==> src/rtl/fir_coef_loader_pkg.sv <==
// Shared types and default sizing for the FIR coefficient loader: arbiter
// state encoding, write-buffer entry layout and RAM address widths.
package fir_coef_pkg;

    typedef enum logic {
        ST_ENG = 1'b0,
        ST_WR  = 1'b1
    } arb_state_e;

    localparam int DEF_NUM_FILTERS  = 4;
    localparam int DEF_FILT_AW      = 2;
    localparam int DEF_TAP_AW       = 8;
    localparam int DEF_COEF_W       = 16;
    localparam int DEF_FIFO_DEPTH   = 4;
    localparam int DEF_STARVE_LIMIT = 8;

    // RAM address is {filter, tap}; a buffered entry is {address, coefficient}.
    localparam int DEF_ADDR_W  = DEF_FILT_AW + DEF_TAP_AW;
    localparam int DEF_ENTRY_W = DEF_ADDR_W + DEF_COEF_W;

endpackage

==> src/rtl/fir_coef_loader_if.sv <==
// Bundle of the SPI register-side, FIR-engine and coefficient-RAM signals.
// The loader uses the slave view; the surrounding system drives the master view.
interface fir_coef_loader_if
    import fir_coef_pkg::*;
#(
    parameter int FILT_AW = DEF_FILT_AW,
    parameter int TAP_AW  = DEF_TAP_AW,
    parameter int COEF_W  = DEF_COEF_W
);
    logic                      coef_wr_stb;
    logic [7:0]                coef_lsb;
    logic [7:0]                coef_msb;
    logic [7:0]                filter_sel;
    logic [7:0]                taps_per_filter;
    logic                      tap_ptr_clr;
    logic                      clr_flags;
    logic                      eng_rd_req;
    logic [FILT_AW+TAP_AW-1:0] eng_rd_addr;
    logic                      eng_rd_ready;
    logic                      eng_rd_valid;
    logic [COEF_W-1:0]         eng_rd_data;
    logic                      ram_en;
    logic                      ram_we;
    logic [FILT_AW+TAP_AW-1:0] ram_addr;
    logic [COEF_W-1:0]         ram_wdata;
    logic [COEF_W-1:0]         ram_rdata;
    logic [TAP_AW-1:0]         tap_ptr;
    logic                      busy;
    logic                      overflow;
    logic                      sel_err;

    modport master (
        output coef_wr_stb, coef_lsb, coef_msb, filter_sel, taps_per_filter,
               tap_ptr_clr, clr_flags, eng_rd_req, eng_rd_addr, ram_rdata,
        input  eng_rd_ready, eng_rd_valid, eng_rd_data, ram_en, ram_we,
               ram_addr, ram_wdata, tap_ptr, busy, overflow, sel_err
    );

    modport slave (
        input  coef_wr_stb, coef_lsb, coef_msb, filter_sel, taps_per_filter,
               tap_ptr_clr, clr_flags, eng_rd_req, eng_rd_addr, ram_rdata,
        output eng_rd_ready, eng_rd_valid, eng_rd_data, ram_en, ram_we,
               ram_addr, ram_wdata, tap_ptr, busy, overflow, sel_err
    );

endinterface

==> src/rtl/coef_wr_fifo.sv <==
// Small synchronous FIFO buffering coefficient writes until the RAM is free.
// A push into a full FIFO is accepted only when a pop happens in the same cycle.
module coef_wr_fifo #(
    parameter int WIDTH = 26,
    parameter int DEPTH = 4
) (
    input  logic             clk,
    input  logic             reset,
    input  logic             push_i,
    input  logic             pop_i,
    input  logic [WIDTH-1:0] wdata_i,
    output logic [WIDTH-1:0] rdata_o,
    output logic             full_o,
    output logic             empty_o
);
    localparam int PW = $clog2(DEPTH);

    logic [WIDTH-1:0] mem_q [DEPTH];
    logic [PW:0]      wr_ptr_q, wr_ptr_d;
    logic [PW:0]      rd_ptr_q, rd_ptr_d;
    logic             do_push;
    logic             do_pop;

    assign empty_o = (wr_ptr_q == rd_ptr_q);
    assign full_o  = (wr_ptr_q[PW] != rd_ptr_q[PW]) &&
                     (wr_ptr_q[PW-1:0] == rd_ptr_q[PW-1:0]);
    assign do_push = push_i && (!full_o || pop_i);
    assign do_pop  = pop_i && !empty_o;
    assign rdata_o = mem_q[rd_ptr_q[PW-1:0]];

    // NOTE: every variable assigned in always_comb gets a default first so no latch is inferred.
    always_comb begin
        wr_ptr_d = wr_ptr_q;
        rd_ptr_d = rd_ptr_q;
        if (do_push) wr_ptr_d = wr_ptr_q + 1'b1;
        if (do_pop)  rd_ptr_d = rd_ptr_q + 1'b1;
    end

    // NOTE: sequential state uses non-blocking assignments so all flops update together.
    always_ff @(posedge clk) begin
        if (reset) begin
            wr_ptr_q <= '0;
            rd_ptr_q <= '0;
        end else begin
            wr_ptr_q <= wr_ptr_d;
            rd_ptr_q <= rd_ptr_d;
        end
    end

    // NOTE: storage is not reset; emptiness is tracked by the pointers alone.
    always_ff @(posedge clk) begin
        if (do_push) mem_q[wr_ptr_q[PW-1:0]] <= wdata_i;
    end

endmodule

==> src/rtl/fir_coef_loader.sv <==
// Captures SPI coefficient writes with an auto-incrementing tap pointer and
// arbitrates the single-port coefficient RAM between the FIR engine and those writes.
module fir_coef_loader
    import fir_coef_pkg::*;
#(
    parameter int NUM_FILTERS  = DEF_NUM_FILTERS,
    parameter int FILT_AW      = DEF_FILT_AW,
    parameter int TAP_AW       = DEF_TAP_AW,
    parameter int COEF_W       = DEF_COEF_W,
    parameter int FIFO_DEPTH   = DEF_FIFO_DEPTH,
    parameter int STARVE_LIMIT = DEF_STARVE_LIMIT
) (
    input  logic              clk,
    input  logic              reset,
    fir_coef_loader_if.slave  bus
);
    localparam int ADDR_W  = FILT_AW + TAP_AW;
    localparam int ENTRY_W = ADDR_W + COEF_W;
    localparam int SC_W    = $clog2(STARVE_LIMIT + 1);

    arb_state_e        state_q, state_d;
    logic [SC_W-1:0]   starve_q, starve_d;
    logic [TAP_AW-1:0] tap_ptr_q, tap_ptr_d;
    logic              overflow_q, overflow_d;
    logic              sel_err_q, sel_err_d;
    logic              rd_valid_q;

    logic [TAP_AW-1:0]  tap_base;
    logic [TAP_AW-1:0]  tap_last;
    logic               sel_bad;
    logic               push;
    logic               pop;
    logic               full;
    logic               empty;
    logic               rd_issue;
    logic [ENTRY_W-1:0] push_entry;
    logic [ENTRY_W-1:0] head;

    coef_wr_fifo #(
        .WIDTH (ENTRY_W),
        .DEPTH (FIFO_DEPTH)
    ) u_fifo (
        .clk     (clk),
        .reset   (reset),
        .push_i  (push),
        .pop_i   (pop),
        .wdata_i (push_entry),
        .rdata_o (head),
        .full_o  (full),
        .empty_o (empty)
    );

    // Capture path: a same-cycle pointer clear takes effect before the strobe.
    always_comb begin
        tap_base   = bus.tap_ptr_clr ? '0 : tap_ptr_q;
        tap_last   = TAP_AW'(bus.taps_per_filter - 8'd1);
        sel_bad    = (bus.filter_sel >= 8'(NUM_FILTERS));
        push       = bus.coef_wr_stb && !sel_bad && !(full && !pop);
        push_entry = {bus.filter_sel[FILT_AW-1:0], tap_base,
                      COEF_W'({bus.coef_msb, bus.coef_lsb})};
        tap_ptr_d  = tap_base;
        if (push) tap_ptr_d = (tap_base == tap_last) ? '0 : tap_base + 1'b1;

        overflow_d = overflow_q && !bus.clr_flags;
        sel_err_d  = sel_err_q && !bus.clr_flags;
        if (bus.coef_wr_stb && sel_bad)          sel_err_d  = 1'b1;
        if (bus.coef_wr_stb && !sel_bad && full && !pop) overflow_d = 1'b1;
    end

    // Arbiter: engine has priority, but a pending write forces one WR slot
    // after STARVE_LIMIT consecutive engine grants.
    always_comb begin
        state_d          = state_q;
        starve_d         = starve_q;
        pop              = 1'b0;
        rd_issue         = 1'b0;
        bus.eng_rd_ready = 1'b0;
        bus.ram_en       = 1'b0;
        bus.ram_we       = 1'b0;
        bus.ram_addr     = '0;
        bus.ram_wdata    = '0;

        case (state_q)
            ST_ENG: begin
                bus.eng_rd_ready = 1'b1;
                if (bus.eng_rd_req) begin
                    rd_issue     = 1'b1;
                    bus.ram_en   = 1'b1;
                    bus.ram_addr = bus.eng_rd_addr;
                    if (empty) begin
                        starve_d = '0;
                    end else if (starve_q == SC_W'(STARVE_LIMIT - 1)) begin
                        state_d  = ST_WR;
                        starve_d = '0;
                    end else begin
                        starve_d = starve_q + 1'b1;
                    end
                end else if (!empty) begin
                    pop           = 1'b1;
                    bus.ram_en    = 1'b1;
                    bus.ram_we    = 1'b1;
                    bus.ram_addr  = head[ENTRY_W-1 -: ADDR_W];
                    bus.ram_wdata = head[COEF_W-1:0];
                    starve_d      = '0;
                end else begin
                    starve_d = '0;
                end
            end
            ST_WR: begin
                pop           = 1'b1;
                bus.ram_en    = 1'b1;
                bus.ram_we    = 1'b1;
                bus.ram_addr  = head[ENTRY_W-1 -: ADDR_W];
                bus.ram_wdata = head[COEF_W-1:0];
                starve_d      = '0;
                state_d       = ST_ENG;
            end
            default: state_d = ST_ENG;
        endcase

        if (reset) begin
            pop              = 1'b0;
            rd_issue         = 1'b0;
            bus.eng_rd_ready = 1'b0;
            bus.ram_en       = 1'b0;
            bus.ram_we       = 1'b0;
            bus.ram_addr     = '0;
            bus.ram_wdata    = '0;
        end
    end

    always_ff @(posedge clk) begin
        if (reset) begin
            state_q    <= ST_ENG;
            starve_q   <= '0;
            tap_ptr_q  <= '0;
            overflow_q <= 1'b0;
            sel_err_q  <= 1'b0;
            rd_valid_q <= 1'b0;
        end else begin
            state_q    <= state_d;
            starve_q   <= starve_d;
            tap_ptr_q  <= tap_ptr_d;
            overflow_q <= overflow_d;
            sel_err_q  <= sel_err_d;
            rd_valid_q <= rd_issue;
        end
    end

    assign bus.eng_rd_valid = rd_valid_q && !reset;
    assign bus.eng_rd_data  = bus.eng_rd_valid ? bus.ram_rdata : '0;
    assign bus.tap_ptr      = tap_ptr_q;
    assign bus.busy         = !empty;
    assign bus.overflow     = overflow_q;
    assign bus.sel_err      = sel_err_q;

endmodule

==> src/flat_wrapper.sv <==
// flat-port wrapper written by rule: the top's interface ports become plain ports
module fir_coef_loader_flat import fir_coef_pkg::*;
#(
    parameter int NUM_FILTERS  = DEF_NUM_FILTERS,
    parameter int FILT_AW      = DEF_FILT_AW,
    parameter int TAP_AW       = DEF_TAP_AW,
    parameter int COEF_W       = DEF_COEF_W,
    parameter int FIFO_DEPTH   = DEF_FIFO_DEPTH,
    parameter int STARVE_LIMIT = DEF_STARVE_LIMIT
)
  (clk, reset, bus_coef_wr_stb, bus_coef_lsb, bus_coef_msb, bus_filter_sel, bus_taps_per_filter, bus_tap_ptr_clr, bus_clr_flags, bus_eng_rd_req, bus_eng_rd_addr, bus_ram_rdata, bus_eng_rd_ready, bus_eng_rd_valid, bus_eng_rd_data, bus_ram_en, bus_ram_we, bus_ram_addr, bus_ram_wdata, bus_tap_ptr, bus_busy, bus_overflow, bus_sel_err);
  fir_coef_loader_if #(.FILT_AW(FILT_AW), .TAP_AW(TAP_AW), .COEF_W(COEF_W)) bus_i ();
  input  logic clk;
  input  logic reset;
  input wire logic [$bits(bus_i.coef_wr_stb)-1:0] bus_coef_wr_stb;
  input wire logic [$bits(bus_i.coef_lsb)-1:0] bus_coef_lsb;
  input wire logic [$bits(bus_i.coef_msb)-1:0] bus_coef_msb;
  input wire logic [$bits(bus_i.filter_sel)-1:0] bus_filter_sel;
  input wire logic [$bits(bus_i.taps_per_filter)-1:0] bus_taps_per_filter;
  input wire logic [$bits(bus_i.tap_ptr_clr)-1:0] bus_tap_ptr_clr;
  input wire logic [$bits(bus_i.clr_flags)-1:0] bus_clr_flags;
  input wire logic [$bits(bus_i.eng_rd_req)-1:0] bus_eng_rd_req;
  input wire logic [$bits(bus_i.eng_rd_addr)-1:0] bus_eng_rd_addr;
  input wire logic [$bits(bus_i.ram_rdata)-1:0] bus_ram_rdata;
  output wire logic [$bits(bus_i.eng_rd_ready)-1:0] bus_eng_rd_ready;
  output wire logic [$bits(bus_i.eng_rd_valid)-1:0] bus_eng_rd_valid;
  output wire logic [$bits(bus_i.eng_rd_data)-1:0] bus_eng_rd_data;
  output wire logic [$bits(bus_i.ram_en)-1:0] bus_ram_en;
  output wire logic [$bits(bus_i.ram_we)-1:0] bus_ram_we;
  output wire logic [$bits(bus_i.ram_addr)-1:0] bus_ram_addr;
  output wire logic [$bits(bus_i.ram_wdata)-1:0] bus_ram_wdata;
  output wire logic [$bits(bus_i.tap_ptr)-1:0] bus_tap_ptr;
  output wire logic [$bits(bus_i.busy)-1:0] bus_busy;
  output wire logic [$bits(bus_i.overflow)-1:0] bus_overflow;
  output wire logic [$bits(bus_i.sel_err)-1:0] bus_sel_err;
  assign bus_i.coef_wr_stb = bus_coef_wr_stb;
  assign bus_i.coef_lsb = bus_coef_lsb;
  assign bus_i.coef_msb = bus_coef_msb;
  assign bus_i.filter_sel = bus_filter_sel;
  assign bus_i.taps_per_filter = bus_taps_per_filter;
  assign bus_i.tap_ptr_clr = bus_tap_ptr_clr;
  assign bus_i.clr_flags = bus_clr_flags;
  assign bus_i.eng_rd_req = bus_eng_rd_req;
  assign bus_i.eng_rd_addr = bus_eng_rd_addr;
  assign bus_i.ram_rdata = bus_ram_rdata;
  assign bus_eng_rd_ready = bus_i.eng_rd_ready;
  assign bus_eng_rd_valid = bus_i.eng_rd_valid;
  assign bus_eng_rd_data = bus_i.eng_rd_data;
  assign bus_ram_en = bus_i.ram_en;
  assign bus_ram_we = bus_i.ram_we;
  assign bus_ram_addr = bus_i.ram_addr;
  assign bus_ram_wdata = bus_i.ram_wdata;
  assign bus_tap_ptr = bus_i.tap_ptr;
  assign bus_busy = bus_i.busy;
  assign bus_overflow = bus_i.overflow;
  assign bus_sel_err = bus_i.sel_err;
  fir_coef_loader #(.NUM_FILTERS(NUM_FILTERS), .FILT_AW(FILT_AW), .TAP_AW(TAP_AW), .COEF_W(COEF_W), .FIFO_DEPTH(FIFO_DEPTH), .STARVE_LIMIT(STARVE_LIMIT)) u_core (.clk(clk), .reset(reset), .bus(bus_i));
endmodule
==> config.mk <==
export PLATFORM = sky130hd
export DESIGN_NAME = fir_coef_loader_flat
export DESIGN_NICKNAME = d
export VERILOG_FILES = /design/src/rtl/fir_coef_loader_pkg.sv /design/src/rtl/fir_coef_loader_if.sv /design/src/rtl/coef_wr_fifo.sv /design/src/rtl/fir_coef_loader.sv /design/src/flat_wrapper.sv
export SDC_FILE = /design/constraint.sdc
export NUM_CORES = 1
export LEC_CHECK = 0
export CAP_MARGIN = 40
export CORE_ASPECT_RATIO = 2
export CORE_MARGIN = 1.5
export CORE_UTILIZATION = 45
export CTS_CLUSTER_SIZE = 12
export DETAILED_ROUTE_END_ITERATION = 8
export GPL_TIMING_DRIVEN = 0
export PLACE_DENSITY_LB_ADDON = 0.15
export SYNTH_ARGS = -nofsm -noshare
export SYNTH_HDL_FRONTEND = slang
export SYNTH_SLANG_ARGS = --single-unit
==> constraint.sdc <==
create_clock -name clk -period 4.2 [get_ports clk]
set_input_delay 0.63 -clock clk [delete_from_list [all_inputs] [get_ports clk]]
set_output_delay 0.63 -clock clk [all_outputs]
set_load 0.005 [all_outputs]
; Word level (Yosys, flattened, before mapping)
; Memory sizes are Yosys's and may differ from the RTL's. A register that Yosys moved wholly into a read port is not among the register bits.
; Index checks and enable logic that the tools add are counted.
[op_classes]
mux = 36
add_sub_neg = 5
reduce_logical = 21
n_eq_ne = 5
bitwise_logic = 1
n_lt_le_gt_ge = 1
[ops]
columns = cell, count
row1 = $mux W16, 4
row2 = $pmux W16 S2, 1
row3 = $mux W10, 3
row4 = $mux W8, 3
row5 = $pmux W10 S2, 1
row6 = $mux W1, 15
row7 = $logic_and A1 B1 Y1, 12
row8 = $mux W4, 3
row9 = $add A8 B1 Y8 const B, 1
row10 = $eq A8 B8 Y1, 1
row11 = $ge A8 B3 Y1 const B, 1
row12 = $pmux W4 S2, 1
row13 = $sub A8 B1 Y8 const B, 1
row14 = $logic_not A1 Y1, 7
row15 = $add A3 B1 Y3 const B, 2
row16 = $pmux W1 S2, 3
row17 = $add A4 B1 Y4 const B, 1
row18 = $eq A4 B3 Y1 const B, 1
row19 = $mux W2, 2
row20 = $eq A3 B3 Y1, 1
row21 = $eq A2 B2 Y1, 1
row22 = $reduce_or A2 Y1, 1
row23 = $logic_or A1 B1 Y1, 1
row24 = $ne A1 B1 Y1, 1
row25 = $not A1 Y1, 1
[word_totals]
output_inout_bits = 57
wordCells = 78
mem_bits_rw = 104
memories = 1
inputBits = 64
reg_bits = 22
[memory_table]
columns = name, words, width, read_ports, rd_ports_with_merged_regs, wr, line
row1 = u_core.u_fifo.mem_q, 4, 26, 1, 1, 1, coef_wr_fifo.sv:18  ; logic [WIDTH-1:0] mem_q [DEPTH];

; Longest topological paths before layout
[logic_depth]
word_depth = 12
mapped_depth = 8

; Hierarchy
; Synthesis repeated with hierarchy kept, for this count alone.
[hier_totals]
hier_cells = 381
area_unflattened_um2 = 5751.8
[by_module_without_submodules]
columns = module, instances, cells_per_inst, area_each_um2
row1 = coef_wr_fifo, 1, 191, 4291.6
row2 = fir_coef_loader, 1, 190, 1460.2

; Worst setup path before layout
; No wires, ideal clock.
[synth_path]
kind = input port to flip-flop
startpoint = input reset
endpoint = memory u_core.u_fifo.mem_q[3][0] (enable)
setup_time_ps = 387
path_buffers = 2
arrival_time_ps = 2026
required_ps = 3813
slack_ps = 1787
path_stages = 5
cell_sequence = clkbuf_8 o2111ai_2 nor2b_4 buf_6 and2_1
[synth_between]
elab_chain_len = 8
word_cells_on_any_way = 9
cone_classes = mux: 3 / reduce/logical: 6
[synth_lines]
columns = item, line
row1 = start: declaration, flat_wrapper.sv:14  ; input logic reset;
row2 = $mux W1 *, fir_coef_loader.sv:121  ; if (reset) begin
row3 = $logic_not A1 Y1, fir_coef_loader.sv:58  ; push = bus.coef_wr_stb && !sel_bad && !(full && !pop);
row4 = $logic_and A1 B1 Y1, fir_coef_loader.sv:58
row5 = $logic_not A1 Y1, fir_coef_loader.sv:58
row6 = $logic_and A1 B1 Y1, fir_coef_loader.sv:58
row7 = $logic_and A1 B1 Y1 *, coef_wr_fifo.sv:27  ; assign do_push = push_i && (!full_o || pop_i);
row8 = $mux W1 *, coef_wr_fifo.sv:52  ; if (do_push) mem_q[wr_ptr_q[PW-1:0]] <= wdata_i;
row9 = $mux W1 (not written as such) *, coef_wr_fifo.sv:52
row10 = end: declaration, coef_wr_fifo.sv:18
; Every way passes the cells marked *; elsewhere a longest branch is shown, timed or not.

; Final worst setup path
[layout_path]
startpoint = register u_core.u_fifo.wr_ptr_q[0]
endpoint = output bus_ram_wdata[4]
[layout_between]
elab_chain_len = 5
[layout_lines]
columns = item, line
row1 = start: declaration, coef_wr_fifo.sv:19  ; logic [PW:0] wr_ptr_q, wr_ptr_d;
row2 = start signal: assignment, coef_wr_fifo.sv:45  ; wr_ptr_q <= wr_ptr_d;
row3 = $eq A3 B3 Y1, coef_wr_fifo.sv:24  ; assign empty_o = (wr_ptr_q == rd_ptr_q);
row4 = $mux W16, fir_coef_loader.sv:98  ; end else if (!empty) begin
row5 = $mux W16, fir_coef_loader.sv:86  ; if (bus.eng_rd_req) begin
row6 = $pmux W16 S2, fir_coef_loader.sv:83  ; case (state_q)
row7 = $mux W16, fir_coef_loader.sv:121
row8 = end: declaration, flat_wrapper.sv:31  ; output wire logic [$bits(bus_i.ram_wdata)-1:0] bus_ram_wdata;
; Every way passes these cells.

==> results.txt <==
----------------------------------------------------
[Synth]
  Number of synthesized flops with an enable pin ... 104
  Adder-cell share of the synthesized area ... ~1.8%
  Mapped Cells ... 360
  Share of the synthesized area in compound gates (AO/OA/AOI/OAI) ... 4.44%
  Count of distinct cell types in the synthesized netlist ... 53
  Warnings from Yosys ... 0
  Multiplexer share of the synthesized area ... ~11%
  Cell area after synthesis ... ~5600 sq um
  Synth top cells by count ... sky130_fd_sc_hd__edfxtp_1 (104), sky130_fd_sc_hd__and2_1 (37), sky130_fd_sc_hd__nor2_1 (34)
  Cell with the most instances after synthesis ... sky130_fd_sc_hd__edfxtp_1
  Fraction of the yosys area taken by sequential cells ... approximately 64%
  Ys flop type ... sky130_fd_sc_hd__edfxtp_1
  Net count after synthesis ... ~430
  Proportion of netlist area held by the largest area contributor ... a little under three fifths
  Cell type with the highest aggregate area in the netlist ... sky130_fd_sc_hd__edfxtp_1
  Mean area per synthesized cell ... 15.6 sq um
  Largest cells by area after synthesis ... sky130_fd_sc_hd__edfxtp_1 (56%), sky130_fd_sc_hd__mux4_2 (10%), sky130_fd_sc_hd__dfxtp_1 (8.6%)
  Main combinational cell family by area after synthesis ... simple AND/OR/NAND/NOR gates
  Parity-gate share of the synthesized area counting xor and xnor cells ... approximately 4.0%
  Simple-gate share of the synthesized area ... between 10% and 20%
  Async SR Flop Fraction ... 0%
  Flip-flop and latch count after synthesis ... roughly 130

[Detailed routing]
  Routed vias/inst ... around 5.2
  Detailed-route wire length per cell ... around 18 um
  Remaining antenna violation count ... 0
  DRC marker count from the first detailed-route iteration ... about 180
  DR pass1 iterations ... 4
  Vias post-DR ... 3412
  Number of remaining DRC errors ... 0
  Wirelength, routed ... around 12000 um

[STA]
  Fin. max-slew vios ... 0
  Setup repair after global routing missed its margin ... no
  Final worst-path setup slack ... about 0.62 ns
  Setup Skew ... between 0.009 and 0.01 ns
  Slew @ Worst Pin ... ~0.8 ns
  Relative slew margins ... between 40% and 50%
  Number of hold-slack violations in the final timing report ... 0
  Minimum clock period ... around 3.6 ns
  Share of the clock period used by the worst path ... between 80 and 90%
  Max Clock Freq ... roughly 0.28 GHz
  Final count of negative-setup-slack endpoints ... 0
  Setup total negative slack ... 0 ns

[Floorplanning]
  Vertical extent of the die ... around 160 um
  Initial Util ... a little under half
  Core Region ... roughly 12000 sq um
  I/O pin count ... between 100 and 150
  Site Rows ... 57
  Horiz. Die Dim ... between 80 and 90 um
  Die outline area ... roughly 13000 sq um

[Global routing]
  Vias in the first global route ... between 3000 and 4000
  Grt total ovfl ... 0
  Total routing usage reported by global routing ... between 10% and 20%
  Antenna violations before repair ... 0
  Pin count of the biggest net entering global routing ... 28
  Wire length of the first global-routing pass ... about 18000 um

[Power]
  IR drop worst, VDD ... between 0.2 and 0.3 mV
  Post-layout total power ... slightly above 0.003 W
  Power Density ... between 300 and 400 nW/um^2
  Standby leakage power ... approximately 2.6 nW

[Critical path]
  Critical path data arrival time ... between 2 and 3 ns
  CP cell instances ... xor2_1, nor3_2, nor2_1, nor2_1, nor2_2, clkbuf_1, and2_1, clkdlybuf4s50_1
  CP max stage delay ... approximately 0.51 ns
  Most Frequent Cell on Critical Path ... sky130_fd_sc_hd__nor2_1
  Critical path class ... flip-flop to output port
  CP max FO ... 10
  Crit end category ... output port
  Buffering stage count on the worst path with inverters included ... 2
  Element type at the critical path start ... flip-flop
  Worst path slowest cell ... sky130_fd_sc_hd__clkdlybuf4s50_1
  Gate family responsible for the most delay along the worst path ... buffers and inverters
  Required time of the critical path ... approximately 3.6 ns

[Clock tree]
  Sinks on the clock net ... roughly 130
  Worst skew pair latency ... between 0.4 and 0.5 ns
  CTS clk-pin slew, worst paths ... 0.06 ns
  Maximum clock path buffer count ... 2
  CTS HTree Levels ... 4
  Gates resized, CTS repair ... 0
  TritonCTS clock tree ... yes
  Num CTS Buffers ... 17
  Root Buffer Master ... sky130_fd_sc_hd__clkbuf_16
  # hold bufs at CTS ... 0
  Number of setup buffers added after CTS ... 0

[Finish]
  Syn-to-layout area delta ... 37.1%
  Share of final-layout standard cells stronger than drive strength 1 ... around 17%
  Layout net count ... 572
  Final antenna diode count ... 0
  Fill cell count ... 912
  Final Non-Filler Cells ... 660

[Place]
  Total half-perimeter wirelength after legalization and detailed placement ... ~8500 um
  Number of buffers added on ports ... between 100 and 150
  DP Worst Slack ... about 0.64 ns
  Final Wtd Congestion ... between 0.8 and 0.9
  Number of placed instances with taps included ... about 630

[Min path]
  Type of the tightest min-delay check ... flip-flop to flip-flop

[Outcome]
  Status ... finished, final reports clean

[Flow run]
  Max-cap viol count ... 0

----------------------------------------------------
-- final cells by class --
cell class                      instances  area (sq um)  share of cell area [%]
Inverter                               10          37.5                   0.489
Clock inverter                         14           201                    2.62
Tap cell                              147           184                    2.39
Timing Repair Buffer                  121          1260                    16.5
Multi-Input combinational cell        206          1860                    24.2
Buffer                                 16           105                    1.37
Clock buffer                           18           429                    5.59
Sequential cell                       128          3600                    46.9
-- per-stage QoR --
stage          util, %  hold slack (ns)  cell area [sq um]
2_1_floorplan        -            0.428               5600
3_3_place_gp      57.5            0.438               6970
3_5_place_dp      58.2            0.458               7050
4_1_cts           63.4            0.466               7680
5_1_grt           63.4            0.497               7680
6_report          63.4            0.458               7680
-- power breakdown --
| part | switching [W] | internal (W) | leakage [nW] |
|---|---|---|---|
| clock network | 0.000541 | 0.00100 | 0.303 |
| registers | 0.00000115 | 0.00137 | 1.09 |
| logic | 0.0000490 | 0.0000897 | 1.21 |
| total | 0.000591 | 0.00246 | 2.60 |
-- final timing paths --
kind                            slack [ns]                                    from  cells after the start                              endpoint
worst min-delay path                  0.46           u_core.starve_q[0]$_SDFF_PP0_                      1         u_core.starve_q[0]$_SDFF_PP0_
worst min register to register        0.46           u_core.starve_q[0]$_SDFF_PP0_                      1         u_core.starve_q[0]$_SDFF_PP0_
worst max register to register        1.83               u_core.state_q$_SDFF_PN0_                      6  u_core.u_fifo.mem_q[2][18]$_DFFE_PP_
worst max-delay path                  0.62  u_core.u_fifo.wr_ptr_q[0]$_SDFFE_PP0P_                      8                      bus_ram_wdata[4]
-- cell families after synthesis --
group           count (synthesis)
flops                         128
xor+xnor                       24
buf+inv                        26
simple gates                  116
compound gates                 30
fa+ha+maj                       8
mux                            28
-- per-layer routing --
| layer | wire (um) | GRT usage (%) | vias to the layer above |
|---|---|---|---|
| li1 | - | - | 1637 |
| met1 | 4210 | 19.9 | 1666 |
| met2 | 6760 | 35.6 | 90 |
| met3 | 446 | 6.53 | 19 |
| met4 | 271 | 7.55 | 0 |
| met5 | 0 | 0 | - |
-- flip-flops by register name, summed over array words and instances (netlist names), named ones only --
name,cells
u_core.u_fifo.mem_q,104
u_core.bus.tap_ptr,8
u_core.starve_q,4
u_core.u_fifo.rd_ptr_q,3
u_core.u_fifo.wr_ptr_q,3
u_core.bus.overflow,1
u_core.bus.sel_err,1
u_core.rd_valid_q,1
u_core.state_q,1
-- cells in the final DEF (no fill, tap or decap), types with 4 or more instances in the layout --
| cell | instances |
|---|---|
| sky130_fd_sc_hd__inv_1 | 9 |
| sky130_fd_sc_hd__buf_6 | 4 |
| sky130_fd_sc_hd__a22o_1 | 9 |
| sky130_fd_sc_hd__edfxtp_1 | 104 |
| sky130_fd_sc_hd__a21oi_1 | 5 |
| sky130_fd_sc_hd__xor2_1 | 8 |
| sky130_fd_sc_hd__ha_1 | 8 |
| sky130_fd_sc_hd__and2_1 | 36 |
| sky130_fd_sc_hd__bufinv_16 | 4 |
| sky130_fd_sc_hd__clkdlybuf4s50_1 | 118 |
| sky130_fd_sc_hd__nor2_1 | 34 |
| sky130_fd_sc_hd__clkbuf_16 | 17 |
| sky130_fd_sc_hd__clkbuf_1 | 8 |
| sky130_fd_sc_hd__xnor2_1 | 15 |
| sky130_fd_sc_hd__dfxtp_1 | 24 |
| sky130_fd_sc_hd__inv_6 | 6 |
| sky130_fd_sc_hd__mux4_2 | 26 |
| sky130_fd_sc_hd__buf_2 | 4 |
| sky130_fd_sc_hd__nand2_1 | 11 |
Power figures use the tool's default switching activity.
